==> src/rtl/mig_ws_bridge_if.sv <==
// Bus bundle between a Wishbone line master and the memory-controller app port.
// The bridge takes the master modport; the environment side takes slave.
interface mig_ws_bridge_if #(
    parameter int LINE_W = 512,
    parameter int APP_W  = 128,
    parameter int ADDR_W = 27
);
    logic [31:0]         ws_addr;
    logic [LINE_W-1:0]   ws_din;
    logic [LINE_W/8-1:0] ws_dm;
    logic                ws_cyc;
    logic                ws_stb;
    logic                ws_we;
    logic                ws_ack;
    logic [LINE_W-1:0]   ws_dout;

    logic [ADDR_W-1:0]   app_addr;
    logic [2:0]          app_cmd;
    logic                app_en;
    logic                app_rdy;
    logic [APP_W-1:0]    app_wdf_data;
    logic [APP_W/8-1:0]  app_wdf_mask;
    logic                app_wdf_wren;
    logic                app_wdf_end;
    logic                app_wdf_rdy;
    logic [APP_W-1:0]    app_rd_data;
    logic                app_rd_data_valid;

    modport master (
        input  ws_addr, ws_din, ws_dm, ws_cyc, ws_stb, ws_we,
        input  app_rdy, app_wdf_rdy, app_rd_data, app_rd_data_valid,
        output ws_ack, ws_dout,
        output app_addr, app_cmd, app_en, app_wdf_data, app_wdf_mask, app_wdf_wren, app_wdf_end
    );

    modport slave (
        output ws_addr, ws_din, ws_dm, ws_cyc, ws_stb, ws_we,
        output app_rdy, app_wdf_rdy, app_rd_data, app_rd_data_valid,
        input  ws_ack, ws_dout,
        input  app_addr, app_cmd, app_en, app_wdf_data, app_wdf_mask, app_wdf_wren, app_wdf_end
    );
endinterface

==> src/rtl/mig_ws_bridge.sv <==
// Wishbone line slave to memory-controller app port bridge: one line per request,
// split into BEATS app-width data beats and commands.
module mig_ws_bridge #(
    parameter int LINE_W    = 512,
    parameter int APP_W     = 128,
    parameter int ADDR_W    = 27,
    parameter int ADDR_STEP = 8,
    parameter int POSTED_WR = 1
) (
    input  logic            clk,
    input  logic            rst_n,
    input  logic            calib_done,
    mig_ws_bridge_if.master bus,
    output logic [2:0]      dbg_state
);
    localparam int BEATS   = LINE_W / APP_W;
    localparam int CNT_W   = $clog2(BEATS);
    localparam int MSK_W   = APP_W / 8;
    localparam int LINE_SH = $clog2(LINE_W / 8);
    localparam logic [CNT_W-1:0] LAST = CNT_W'(BEATS - 1);

    typedef enum logic [2:0] {
        IDLE    = 3'b000,
        RD_CMD  = 3'b001,
        RD_WAIT = 3'b010,
        WR_DATA = 3'b011,
        WR_CMD  = 3'b100,
        ACK     = 3'b111
    } state_t;

    state_t               state_q, state_d;
    logic [CNT_W-1:0]     wr_cnt_q, cmd_cnt_q, rd_cnt_q;
    logic                 rd_done_q;
    logic                 ws_ack_q;
    logic                 live_q;
    logic [LINE_W-1:0]    dout_q;
    logic [LINE_W-1:0]    din_q;
    logic [LINE_W/8-1:0]  dm_q;
    logic [31-LINE_SH:0]  line_q;

    logic cap, ack_set, req;
    logic app_en_c, wren_c;
    logic [2:0] app_cmd_c;
    logic wr_acc, cmd_acc, rd_stb, rd_last, rd_all;

    // live_q holds off acceptance until the second edge after reset release
    assign req     = bus.ws_cyc & bus.ws_stb & calib_done & live_q;
    assign wr_acc  = (state_q == WR_DATA) & bus.app_wdf_rdy;
    assign cmd_acc = ((state_q == WR_CMD) | (state_q == RD_CMD)) & bus.app_rdy;
    assign rd_stb  = bus.app_rd_data_valid & ~rd_done_q &
                     ((state_q == RD_CMD) | (state_q == RD_WAIT));
    assign rd_last = rd_stb & (rd_cnt_q == LAST);
    assign rd_all  = rd_done_q | rd_last;

    always_comb begin
        state_d   = state_q;
        cap       = 1'b0;
        ack_set   = 1'b0;
        app_en_c  = 1'b0;
        app_cmd_c = 3'b000;
        wren_c    = 1'b0;
        case (state_q)
            IDLE: begin
                if (req) begin
                    cap     = 1'b1;
                    state_d = bus.ws_we ? WR_DATA : RD_CMD;
                    ack_set = bus.ws_we & (POSTED_WR != 0);
                end
            end
            WR_DATA: begin
                wren_c = 1'b1;
                if (wr_acc && wr_cnt_q == LAST) state_d = WR_CMD;
            end
            WR_CMD: begin
                app_en_c = 1'b1;
                if (cmd_acc && cmd_cnt_q == LAST) begin
                    if (POSTED_WR != 0) begin
                        state_d = IDLE;
                    end else begin
                        state_d = ACK;
                        ack_set = 1'b1;
                    end
                end
            end
            RD_CMD: begin
                app_en_c  = 1'b1;
                app_cmd_c = 3'b001;
                // all data may already be in before the final command goes out
                if (cmd_acc && cmd_cnt_q == LAST) begin
                    state_d = rd_all ? ACK : RD_WAIT;
                    ack_set = rd_all;
                end
            end
            RD_WAIT: begin
                if (rd_all) begin
                    state_d = ACK;
                    ack_set = 1'b1;
                end
            end
            ACK:     state_d = IDLE;
            default: state_d = IDLE;
        endcase
    end

    always_ff @(posedge clk or negedge rst_n) begin
        if (!rst_n) begin
            state_q   <= IDLE;
            ws_ack_q  <= 1'b0;
            wr_cnt_q  <= '0;
            cmd_cnt_q <= '0;
            rd_cnt_q  <= '0;
            rd_done_q <= 1'b0;
            live_q    <= 1'b0;
            dout_q    <= '0;
        end else begin
            state_q  <= state_d;
            ws_ack_q <= ack_set;
            live_q   <= 1'b1;
            if (cap) begin
                wr_cnt_q  <= '0;
                cmd_cnt_q <= '0;
                rd_cnt_q  <= '0;
                rd_done_q <= 1'b0;
            end else begin
                if (wr_acc)  wr_cnt_q  <= wr_cnt_q + CNT_W'(1);
                if (cmd_acc) cmd_cnt_q <= cmd_cnt_q + CNT_W'(1);
                if (rd_stb)  rd_cnt_q  <= rd_cnt_q + CNT_W'(1);
                if (rd_last) rd_done_q <= 1'b1;
            end
            if (rd_stb) dout_q[rd_cnt_q*APP_W +: APP_W] <= bus.app_rd_data;
        end
    end

    always_ff @(posedge clk) begin
        if (cap) begin
            line_q <= bus.ws_addr[31:LINE_SH];
            din_q  <= bus.ws_din;
            dm_q   <= bus.ws_dm;
        end
    end

    // (line_index*BEATS + n)*ADDR_STEP, reduced modulo 2^ADDR_W
    assign bus.app_addr     = ADDR_W'({line_q, cmd_cnt_q}) * ADDR_W'(ADDR_STEP);
    assign bus.app_cmd      = app_cmd_c;
    assign bus.app_en       = app_en_c;
    assign bus.app_wdf_data = din_q[wr_cnt_q*APP_W +: APP_W];
    assign bus.app_wdf_mask = ~dm_q[wr_cnt_q*MSK_W +: MSK_W];
    assign bus.app_wdf_wren = wren_c;
    assign bus.app_wdf_end  = wren_c;
    assign bus.ws_ack       = ws_ack_q;
    assign bus.ws_dout      = dout_q;
    assign dbg_state        = state_q;
endmodule

==> src/flat_wrapper.sv <==
// flat-port wrapper written by rule: the top's interface ports become plain ports
module mig_ws_bridge_flat 
#(
    parameter int LINE_W    = 512,
    parameter int APP_W     = 128,
    parameter int ADDR_W    = 27,
    parameter int ADDR_STEP = 8,
    parameter int POSTED_WR = 1
)
  (clk, rst_n, calib_done, dbg_state, bus_ws_addr, bus_ws_din, bus_ws_dm, bus_ws_cyc, bus_ws_stb, bus_ws_we, bus_app_rdy, bus_app_wdf_rdy, bus_app_rd_data, bus_app_rd_data_valid, bus_ws_ack, bus_ws_dout, bus_app_addr, bus_app_cmd, bus_app_en, bus_app_wdf_data, bus_app_wdf_mask, bus_app_wdf_wren, bus_app_wdf_end);
  mig_ws_bridge_if #(.LINE_W(LINE_W), .APP_W(APP_W), .ADDR_W(ADDR_W)) bus_i ();
  input  logic clk;
  input  logic rst_n;
  input  logic calib_done;
  output logic [2:0] dbg_state;
  input wire logic [$bits(bus_i.ws_addr)-1:0] bus_ws_addr;
  input wire logic [$bits(bus_i.ws_din)-1:0] bus_ws_din;
  input wire logic [$bits(bus_i.ws_dm)-1:0] bus_ws_dm;
  input wire logic [$bits(bus_i.ws_cyc)-1:0] bus_ws_cyc;
  input wire logic [$bits(bus_i.ws_stb)-1:0] bus_ws_stb;
  input wire logic [$bits(bus_i.ws_we)-1:0] bus_ws_we;
  input wire logic [$bits(bus_i.app_rdy)-1:0] bus_app_rdy;
  input wire logic [$bits(bus_i.app_wdf_rdy)-1:0] bus_app_wdf_rdy;
  input wire logic [$bits(bus_i.app_rd_data)-1:0] bus_app_rd_data;
  input wire logic [$bits(bus_i.app_rd_data_valid)-1:0] bus_app_rd_data_valid;
  output wire logic [$bits(bus_i.ws_ack)-1:0] bus_ws_ack;
  output wire logic [$bits(bus_i.ws_dout)-1:0] bus_ws_dout;
  output wire logic [$bits(bus_i.app_addr)-1:0] bus_app_addr;
  output wire logic [$bits(bus_i.app_cmd)-1:0] bus_app_cmd;
  output wire logic [$bits(bus_i.app_en)-1:0] bus_app_en;
  output wire logic [$bits(bus_i.app_wdf_data)-1:0] bus_app_wdf_data;
  output wire logic [$bits(bus_i.app_wdf_mask)-1:0] bus_app_wdf_mask;
  output wire logic [$bits(bus_i.app_wdf_wren)-1:0] bus_app_wdf_wren;
  output wire logic [$bits(bus_i.app_wdf_end)-1:0] bus_app_wdf_end;
  assign bus_i.ws_addr = bus_ws_addr;
  assign bus_i.ws_din = bus_ws_din;
  assign bus_i.ws_dm = bus_ws_dm;
  assign bus_i.ws_cyc = bus_ws_cyc;
  assign bus_i.ws_stb = bus_ws_stb;
  assign bus_i.ws_we = bus_ws_we;
  assign bus_i.app_rdy = bus_app_rdy;
  assign bus_i.app_wdf_rdy = bus_app_wdf_rdy;
  assign bus_i.app_rd_data = bus_app_rd_data;
  assign bus_i.app_rd_data_valid = bus_app_rd_data_valid;
  assign bus_ws_ack = bus_i.ws_ack;
  assign bus_ws_dout = bus_i.ws_dout;
  assign bus_app_addr = bus_i.app_addr;
  assign bus_app_cmd = bus_i.app_cmd;
  assign bus_app_en = bus_i.app_en;
  assign bus_app_wdf_data = bus_i.app_wdf_data;
  assign bus_app_wdf_mask = bus_i.app_wdf_mask;
  assign bus_app_wdf_wren = bus_i.app_wdf_wren;
  assign bus_app_wdf_end = bus_i.app_wdf_end;
  mig_ws_bridge #(.LINE_W(LINE_W), .APP_W(APP_W), .ADDR_W(ADDR_W), .ADDR_STEP(ADDR_STEP), .POSTED_WR(POSTED_WR)) u_core (.clk(clk), .rst_n(rst_n), .calib_done(calib_done), .bus(bus_i), .dbg_state(dbg_state));
endmodule
==> config.mk <==
export PLATFORM = sky130hd
export DESIGN_NAME = mig_ws_bridge_flat
export DESIGN_NICKNAME = d
export VERILOG_FILES = /design/src/rtl/mig_ws_bridge_if.sv /design/src/rtl/mig_ws_bridge.sv /design/src/flat_wrapper.sv
export SDC_FILE = /design/constraint.sdc
export NUM_CORES = 1
export LEC_CHECK = 0
export ABC_CLOCK_PERIOD_IN_PS = 19570
export BUFFER_PORTS_ARGS = -buffer_cell sky130_fd_sc_hd__clkbuf_2
export CAP_MARGIN = 20
export CELL_PAD_IN_SITES_DETAIL_PLACEMENT = 0
export CELL_PAD_IN_SITES_GLOBAL_PLACEMENT = 1
export CORE_AREA = 3 3 554 556
export DETAILED_ROUTE_END_ITERATION = 10
export DIE_AREA = 0 0 557 559
export GPL_TIMING_DRIVEN = 0
export PLACE_DENSITY_LB_ADDON = 0.1
export SLEW_MARGIN = 25
export SYNTH_ARGS = -nofsm -noshare
export SYNTH_HDL_FRONTEND = slang
export SYNTH_SLANG_ARGS = --single-unit
==> constraint.sdc <==
create_clock -name clk -period 19.57 [get_ports clk]
set_clock_uncertainty 0.2 [all_clocks]
set_input_delay 0.9785 -clock clk [delete_from_list [all_inputs] [get_ports clk]]
set_output_delay 0.9785 -clock clk [all_outputs]
set_load 0.005 [all_outputs]
==> impl_metrics.tcl, run 1 <==
set metrics [dict create \
    htree_levels 4 \
    tritoncts "built" \
    initialDrtViolationCount 1772 \
    cp_data_required_time_ps 18390 \
    clk_latency_ps 780 \
    cts_hold_buf 1 \
    port_buffers 1422 \
    whs_ps 132.4 \
    timing.final.max_slew_violations 0 \
    mappedNetlistArea_um2 42180 \
    die_x_um 557 \
    routed_wl_mm 257.0 \
    worstMarginPinSlew_ps 984.0 \
    cts_buffers 160 \
    hpwlAfterDp_mm 208.0 \
    netlist_top_cells_area "edfxtp_1 43%, dfrtp_1 31%, nand2_1 9.1%" \
    root_buffer "clkbuf_16" \
    die_area_um2 311400 \
    synth_top_area_frac 0.4257 \
    cp_slowest_cell "clkbuf_1" \
    ys_warn_count 0 \
    drt_pre_antenna_iters 5 \
    crit_path_max_incr_delay_ps 660 \
    seq_area_frac_synth 0.7366 \
    end_kind "output pin" \
    synth.most_common_cell "nand2_1" \
    clock_sinks 1122 \
    cp.arrival_ps 3430 \
    grt_overflow 0 \
    die_h_um 559 \
    regToRegSetupSlack_ps 15660 \
    dp_cells 8523 \
    antenna_found_initial 189 \
    start_util 0.1394 \
    netlist_instances 3094 \
    cpMostUsedCell "buf_2" \
    slew_headroom 0.3440 \
    cap_violations 0 \
    drc_errors 0 \
    area_growth_pct 42.58 \
    crit_chain "buf_2, buf_2, clkbuf_1, mux4_2, clkbuf_2" \
    crit_end "bus_app_wdf_data[56]" \
    avgSynthCellArea_um2 13.63 \
    synth_edf_count 598 \
    worst-setup-path-type "register to output pin" \
    worst-path-buf-inv 4 \
    fillers 33276 \
    drtAntennaViolNets 0 \
    async_reset_ff_frac 0.4670 \
    r2r-start "u_core.dbg_state[2]" \
    crit_path_start_kind "register" \
    gp_routability_congestion 0.7953 \
    vdd_ir_drop_max_mv 0.06554 \
    grt_max_degree 73 \
    hold_viol 0 \
    synth_top_cell_by_area "edfxtp_1" \
    final_nets 5460 \
    reg2regPathDepth 10 \
    drive_gt1_frac 0.3906 \
    p_leak_nw 24.59 \
    clock_path_buffers 4 \
    cts.repair.resized 0 \
    rr_endpoint "u_core.dm_q[35]" \
    final_cell_count_no_fill 8837 \
    num_rows 202 \
    routedWlPerCell_um 29.08 \
    coreArea_um2 302500 \
    post_cts_buffers 0 \
    grt_first_pass_wirelength_mm 338.1 \
    cp_top_family "buffers and inverters" \
    vias 31981 \
    crit_start "u_core.wr_cnt_q[1]" \
    drt-vias-per-instance 3.619 \
    clkSlewWorstSetupHoldPaths_ps 60 \
    min_period_ps 4611 \
    path_max_fanout 10 \
    ys_seq_elements 1122 \
    hp-class "primary input to register" \
    synthTopCellsByCount "1026 x nand2_1, 598 x edfxtp_1, 524 x dfrtp_1, 360 x o21ai_0, 151 x o21ai_1" \
    io_pins 1438 \
    synth_top_flop_cell "edfxtp_1" \
    p_per_area_nw_per_um2 146.1 \
    ys_types 40 \
    fmax_mhz 216.9 \
    setup_viol 0 \
    min_period_over_period 0.2356 \
    rsz0062_at_grt "no" \
    crit_cells 5 \
    track_usage 0.1607 \
    status "complete, no violations" \
    grt_pass1_vias 34028 \
]
kinds of logic after synthesis:
family,Yosys count,share of synthesized area
muxes,147,0.07763
DFF,1122,0.7366
other,2,0.0001780
adders and majority gates,7,0.002076
AOI/OAI and AO/OA,525,0.06315
xor gates and xnor gates,5,0.001216
and+or+nand+nor,1058,0.09543
buffers and inverters,228,0.02373
per-stage QoR:
stage          area, um2  total power [mW]  utilization  worst slack (ps)  setup TNS, ps
2_1_floorplan      42200             4.276            -             682.2              0
3_3_place_gp       54290             6.082       0.1795            -10050       -5935340
3_5_place_dp       54950             6.051       0.1816             15140              0
4_1_cts            60060             9.063       0.1985             14640              0
5_1_grt            60070             9.342       0.1986             14670              0
6_report           60140             8.787       0.1988             14960              0
flip-flops by register name (all words and copies together), names as in the netlist:
register,flops
u_core.line_q,22
u_core.dm_q,64
u_core.bus.ws_ack,1
u_core.wr_cnt_q,2
u_core.bus.ws_dout,512
u_core.rd_done_q,1
u_core.din_q,512
u_core.cmd_cnt_q,2
u_core.live_q,1
u_core.rd_cnt_q,2
u_core.dbg_state,3
cell usage in the layout (no fill, tap or decap), types with 3 or more instances in the layout:
cell type	count
buf_1	5
buf_2	51
o21ai_1	151
clkbuf_8	18
nor3b_1	3
ha_1	7
dfrtp_1	524
clkinv_2	19
conb_1	6
clkbuf_2	1424
edfxtp_1	598
o21ai_0	360
buf_6	8
clkbuf_1	175
diode_2	33
buf_4	6
nand4_1	4
nand3_1	4
inv_6	4
a21oi_1	4
xnor2_1	3
o31ai_1	3
nand2b_1	3
nor2_1	10
clkinv_1	20
mux4_2	144
bufinv_16	10
clkbuf_16	163
nand2_1	1026
buf_12	7
inv_1	18
buf_16	18
clkinvlp_4	3
worst min path at each step:
stage / start / endpoint / slack, ps / cells after the start
5_1_grt: bus_ws_dm[17] / u_core.dm_q[17] / 60 / 1
2_1_floorplan: u_core.bus.ws_dout[255] / u_core.bus.ws_dout[255] / 270 / 2
4_1_cts: bus_ws_din[12] / u_core.din_q[12] / 20 / 1
6_report: bus_ws_addr[12] / u_core.line_q[6] / 130 / 1
3_5_place_dp: u_core.bus.ws_dout[475] / u_core.bus.ws_dout[475] / 270 / 2
3_3_place_gp: u_core.bus.ws_dout[141] / u_core.bus.ws_dout[141] / 260 / 2
where the power goes:
part | internal (mW) | total [mW] | switching, mW
Sequential | 2.89 | 3.12 | 0.226
Combinational | 0.928 | 2.75 | 1.82
Clock | 1.73 | 2.92 | 1.19
Total | 5.55 | 8.79 | 3.24
per-layer routing:
metal	GRT usage	wire length [um]	vias up
li1	-	-	14184
met1	0.1707	92190	15878
met2	0.2885	130500	1308
met3	0.06939	26150	511
met4	0.04132	7500	100
met5	0	700	-
layout make-up:
cell class | count | area (um2) | area share
well taps | 3978 | 4977 | 0.08276
clock inverters | 60 | 636.9 | 0.01059
multi-input cells | 1748 | 10130 | 0.1685
flip-flops and latches | 1122 | 31070 | 0.5166
clock buffers | 220 | 4463 | 0.07421
diodes | 33 | 82.58 | 0.001373
inverters | 19 | 71.32 | 0.001186
repair buffers | 1448 | 7771 | 0.1292
plain buffers | 209 | 938.4 | 0.01560
Note: power is estimated with default switching activity, not from simulation.
==> run 2: changes to the inputs <==
--- a/config.mk
+++ b/config.mk
@@ -5,7 +5,7 @@
 export SDC_FILE = /design/constraint.sdc
 export NUM_CORES = 1
 export LEC_CHECK = 0
-export ABC_CLOCK_PERIOD_IN_PS = 19570
+export ABC_CLOCK_PERIOD_IN_PS = 4000
 export BUFFER_PORTS_ARGS = -buffer_cell sky130_fd_sc_hd__clkbuf_2
 export CAP_MARGIN = 20
 export CELL_PAD_IN_SITES_DETAIL_PLACEMENT = 0
==> constraint.sdc (replaced) <==
create_clock -name clk -period 4 [get_ports clk]
set_clock_uncertainty 0.2 [all_clocks]
set_input_delay 0.2 -clock clk [delete_from_list [all_inputs] [get_ports clk]]
set_output_delay 0.2 -clock clk [all_outputs]
set_load 0.005 [all_outputs]
==> run 2 against run 1 <==
Net effect:
- via count increased by 17%
- critical path depth unchanged
- combinational power increased to 5.4 times the previous value
- count of clock-buffer cells in the layout increased by 14
- core utilization increased by 4.5 points
- final cell count increased by 16%
- sequential cell count unchanged
- hold slack got worse by 82 ps
- clock power increased to 4.8 times the previous value
- wire length increased by 3.1%
- register-to-register slack got worse by 15000 ps
- largest cell class unchanged
- highest routed layer unchanged
==> impl_metrics.tcl, run 2 (synthesis results as in run 1) <==
set metrics [dict create \
    status "complete, no violations" \
    clock_sinks 1122 \
    vdd_ir_drop_max_mv 0.3458 \
    setup_tns_ps 0 \
    crit_end "bus_app_wdf_data[47]" \
    clk_latency_ps 780 \
    final-seq-area_um2 31070 \
    place_area_um2 54740 \
    p_per_area_nw_per_um2 599.6 \
    mostFrequentLayoutCells "1425 x clkbuf_2, 1357 x dlygate4sd3_1, 1026 x nand2_1, 598 x edfxtp_1, 524 x dfrtp_1" \
    crit_path_start_kind "register" \
    gp_routability_congestion 0.7939 \
    timing.final.max_slew_violations 0 \
    worst-path-buf-inv 4 \
    cts_buffers 161 \
    routedWlPerCell_um 25.96 \
    cp_data_required_time_ps 3600 \
    antenna_found_initial 143 \
    multi_input_area_um2 10140 \
    cp_top_family "buffers and inverters" \
    cp_slowest_cell "mux4_2" \
    initialDrtViolationCount 1964 \
    hp-class "primary input to register" \
    crit_path_max_incr_delay_ps 570 \
    clock_path_buffers 4 \
    coreArea_um2 302500 \
    routed_wl_mm 265.0 \
    end_kind "output pin" \
    clkSlewWorstSetupHoldPaths_ps 50 \
    min_path_cells 4 \
    fillers 32689 \
    final_common_cell "clkbuf_2" \
    drive_gt1_frac 0.3047 \
    hold_viol 0 \
    die_x_um 557 \
    path_max_fanout 10 \
    drt-vias-per-instance 3.652 \
    min_period_over_period 0.9120 \
    cp.arrival_ps 3250 \
    track_usage 0.1644 \
    p_leak_nw 30.22 \
    crit_chain "buf_2, buf_4, buf_2, mux4_2, clkbuf_2" \
    cpMostUsedCell "buf_2" \
    grt_max_degree 133 \
    r2r-start "u_core.dbg_state[0]" \
    final_cell_count_no_fill 10209 \
    io_pins 1438 \
    rr_endpoint "u_core.din_q[294]" \
    regToRegSetupSlack_ps 430 \
    drt_pre_antenna_iters 5 \
    setup_viol 0 \
    dp_cells 8513 \
    post_cts_buffers 0 \
    tritoncts "built" \
    worst-setup-path-type "register to output pin" \
    final_nets 6813 \
    drc_errors 0 \
    grt_overflow 0 \
    fmax_mhz 274.1 \
    start_util 0.1394 \
    die_h_um 559 \
    drtAntennaViolNets 0 \
    min_period_ps 3648 \
    finalPower_mw 44.16 \
    area_growth_pct 74.60 \
    num_rows 202 \
    crit_start "u_core.wr_cnt_q[0]" \
    die_area_um2 311400 \
    reg2regPathDepth 8 \
    worstMarginPinSlew_ps 985.6 \
    final_cell_area_um2 73650 \
    root_buffer "clkbuf_16" \
    grt_pass1_vias 39259 \
    hpwlAfterDp_mm 207.0 \
    vias 37283 \
    slew_headroom 0.3429 \
    grt_first_pass_wirelength_mm 351.8 \
    crit_cells 5 \
    rsz0062_at_grt "no" \
    port_buffers 1422 \
    htree_levels 4 \
    cap_violations 0 \
]
-- run 2: cell types whose count changed in the layout (fill, tap and decap cells not counted), moves of 3 or more --
cell and delta:
diode_2 +18, clkbuf_1 +9, clkinv_1 -7, bufinv_16 -4, bufbuf_16 +3, dlygate4sd3_1 +1356
buf_12 -5, clkbuf_16 +5, buf_16 -4
-- run 2: power breakdown --
part           internal (mW)  leakage (nW)  switching (mW)
logic                   5.44          15.2            9.35
clock network           8.33          2.46            5.78
registers               14.2          12.5            1.11
-- run 2: final cells by class --
cell class / count / area share
Sequential cell: 1122 / 0.4219
Timing Repair Buffer: 2800 / 0.2888
Multi-Input combinational cell: 1748 / 0.1377
Tap cell: 3978 / 0.06758
Clock buffer: 234 / 0.06232
Buffer: 209 / 0.01317
Clock inverter: 48 / 0.005895
Antenna cell: 51 / 0.001733
Inverter: 19 / 0.0009684
-- run 2: worst min-delay path by stage --
stage,slack (ps),from,to
2_1_floorplan,-300,rst_n,u_core.bus.ws_ack
6_report,50,bus_ws_cyc,u_core.din_q[350]
4_1_cts,0.03,bus_ws_cyc,u_core.dm_q[62]
3_5_place_dp,-50,rst_n,u_core.bus.ws_dout[354]
5_1_grt,30,bus_ws_din[448],u_core.din_q[448]
3_3_place_gp,180,bus_ws_din[275],u_core.din_q[275]
-- run 2: metal layers --
| metal | global-route usage | wire length [um] | vias up |
|---|---|---|---|
| met1 | 0.1848 | 101700 | 18646 |
| met4 | 0.05041 | 8943 | 40 |
| met2 | 0.2940 | 133500 | 1256 |
| met5 | 0 | 263 | - |
| met3 | 0.05159 | 20640 | 419 |
| li1 | - | - | 16922 |
-- run 2: worst reg2reg max path, stage by stage, from the launching register on --
cell	delay, ps
dfrtp_1	430
buf_2	200
nor3_1	250
nor2b_4	280
clkbuf_16	310
buf_16	280
buf_16	270
buf_16	320
bufbuf_16	650
-- run 2: repair_timing --
item / CTS / global route
endpoints found under the setup margin: 171 / 60
resized for setup: 5 / 2
pin swaps: 0 / 0
endpoints found under the hold margin: 1585 / 0
gates cloned: 3 / 2
hold buffers: 1358 / 0
-- run 2: stage by stage --
| step | utilization | hold WS [ps] | setup WS, ps |
|---|---|---|---|
| after floorplan | - | -295.6 | 823.3 |
| after global placement | 0.1795 | 176.3 | -12730 |
| after detailed placement | 0.1809 | -45.28 | -300.3 |
| after CTS | 0.2429 | 0.03270 | 54.60 |
| after global routing | 0.2433 | 25.67 | 63.86 |
| final | 0.2434 | 50.75 | 352.0 |
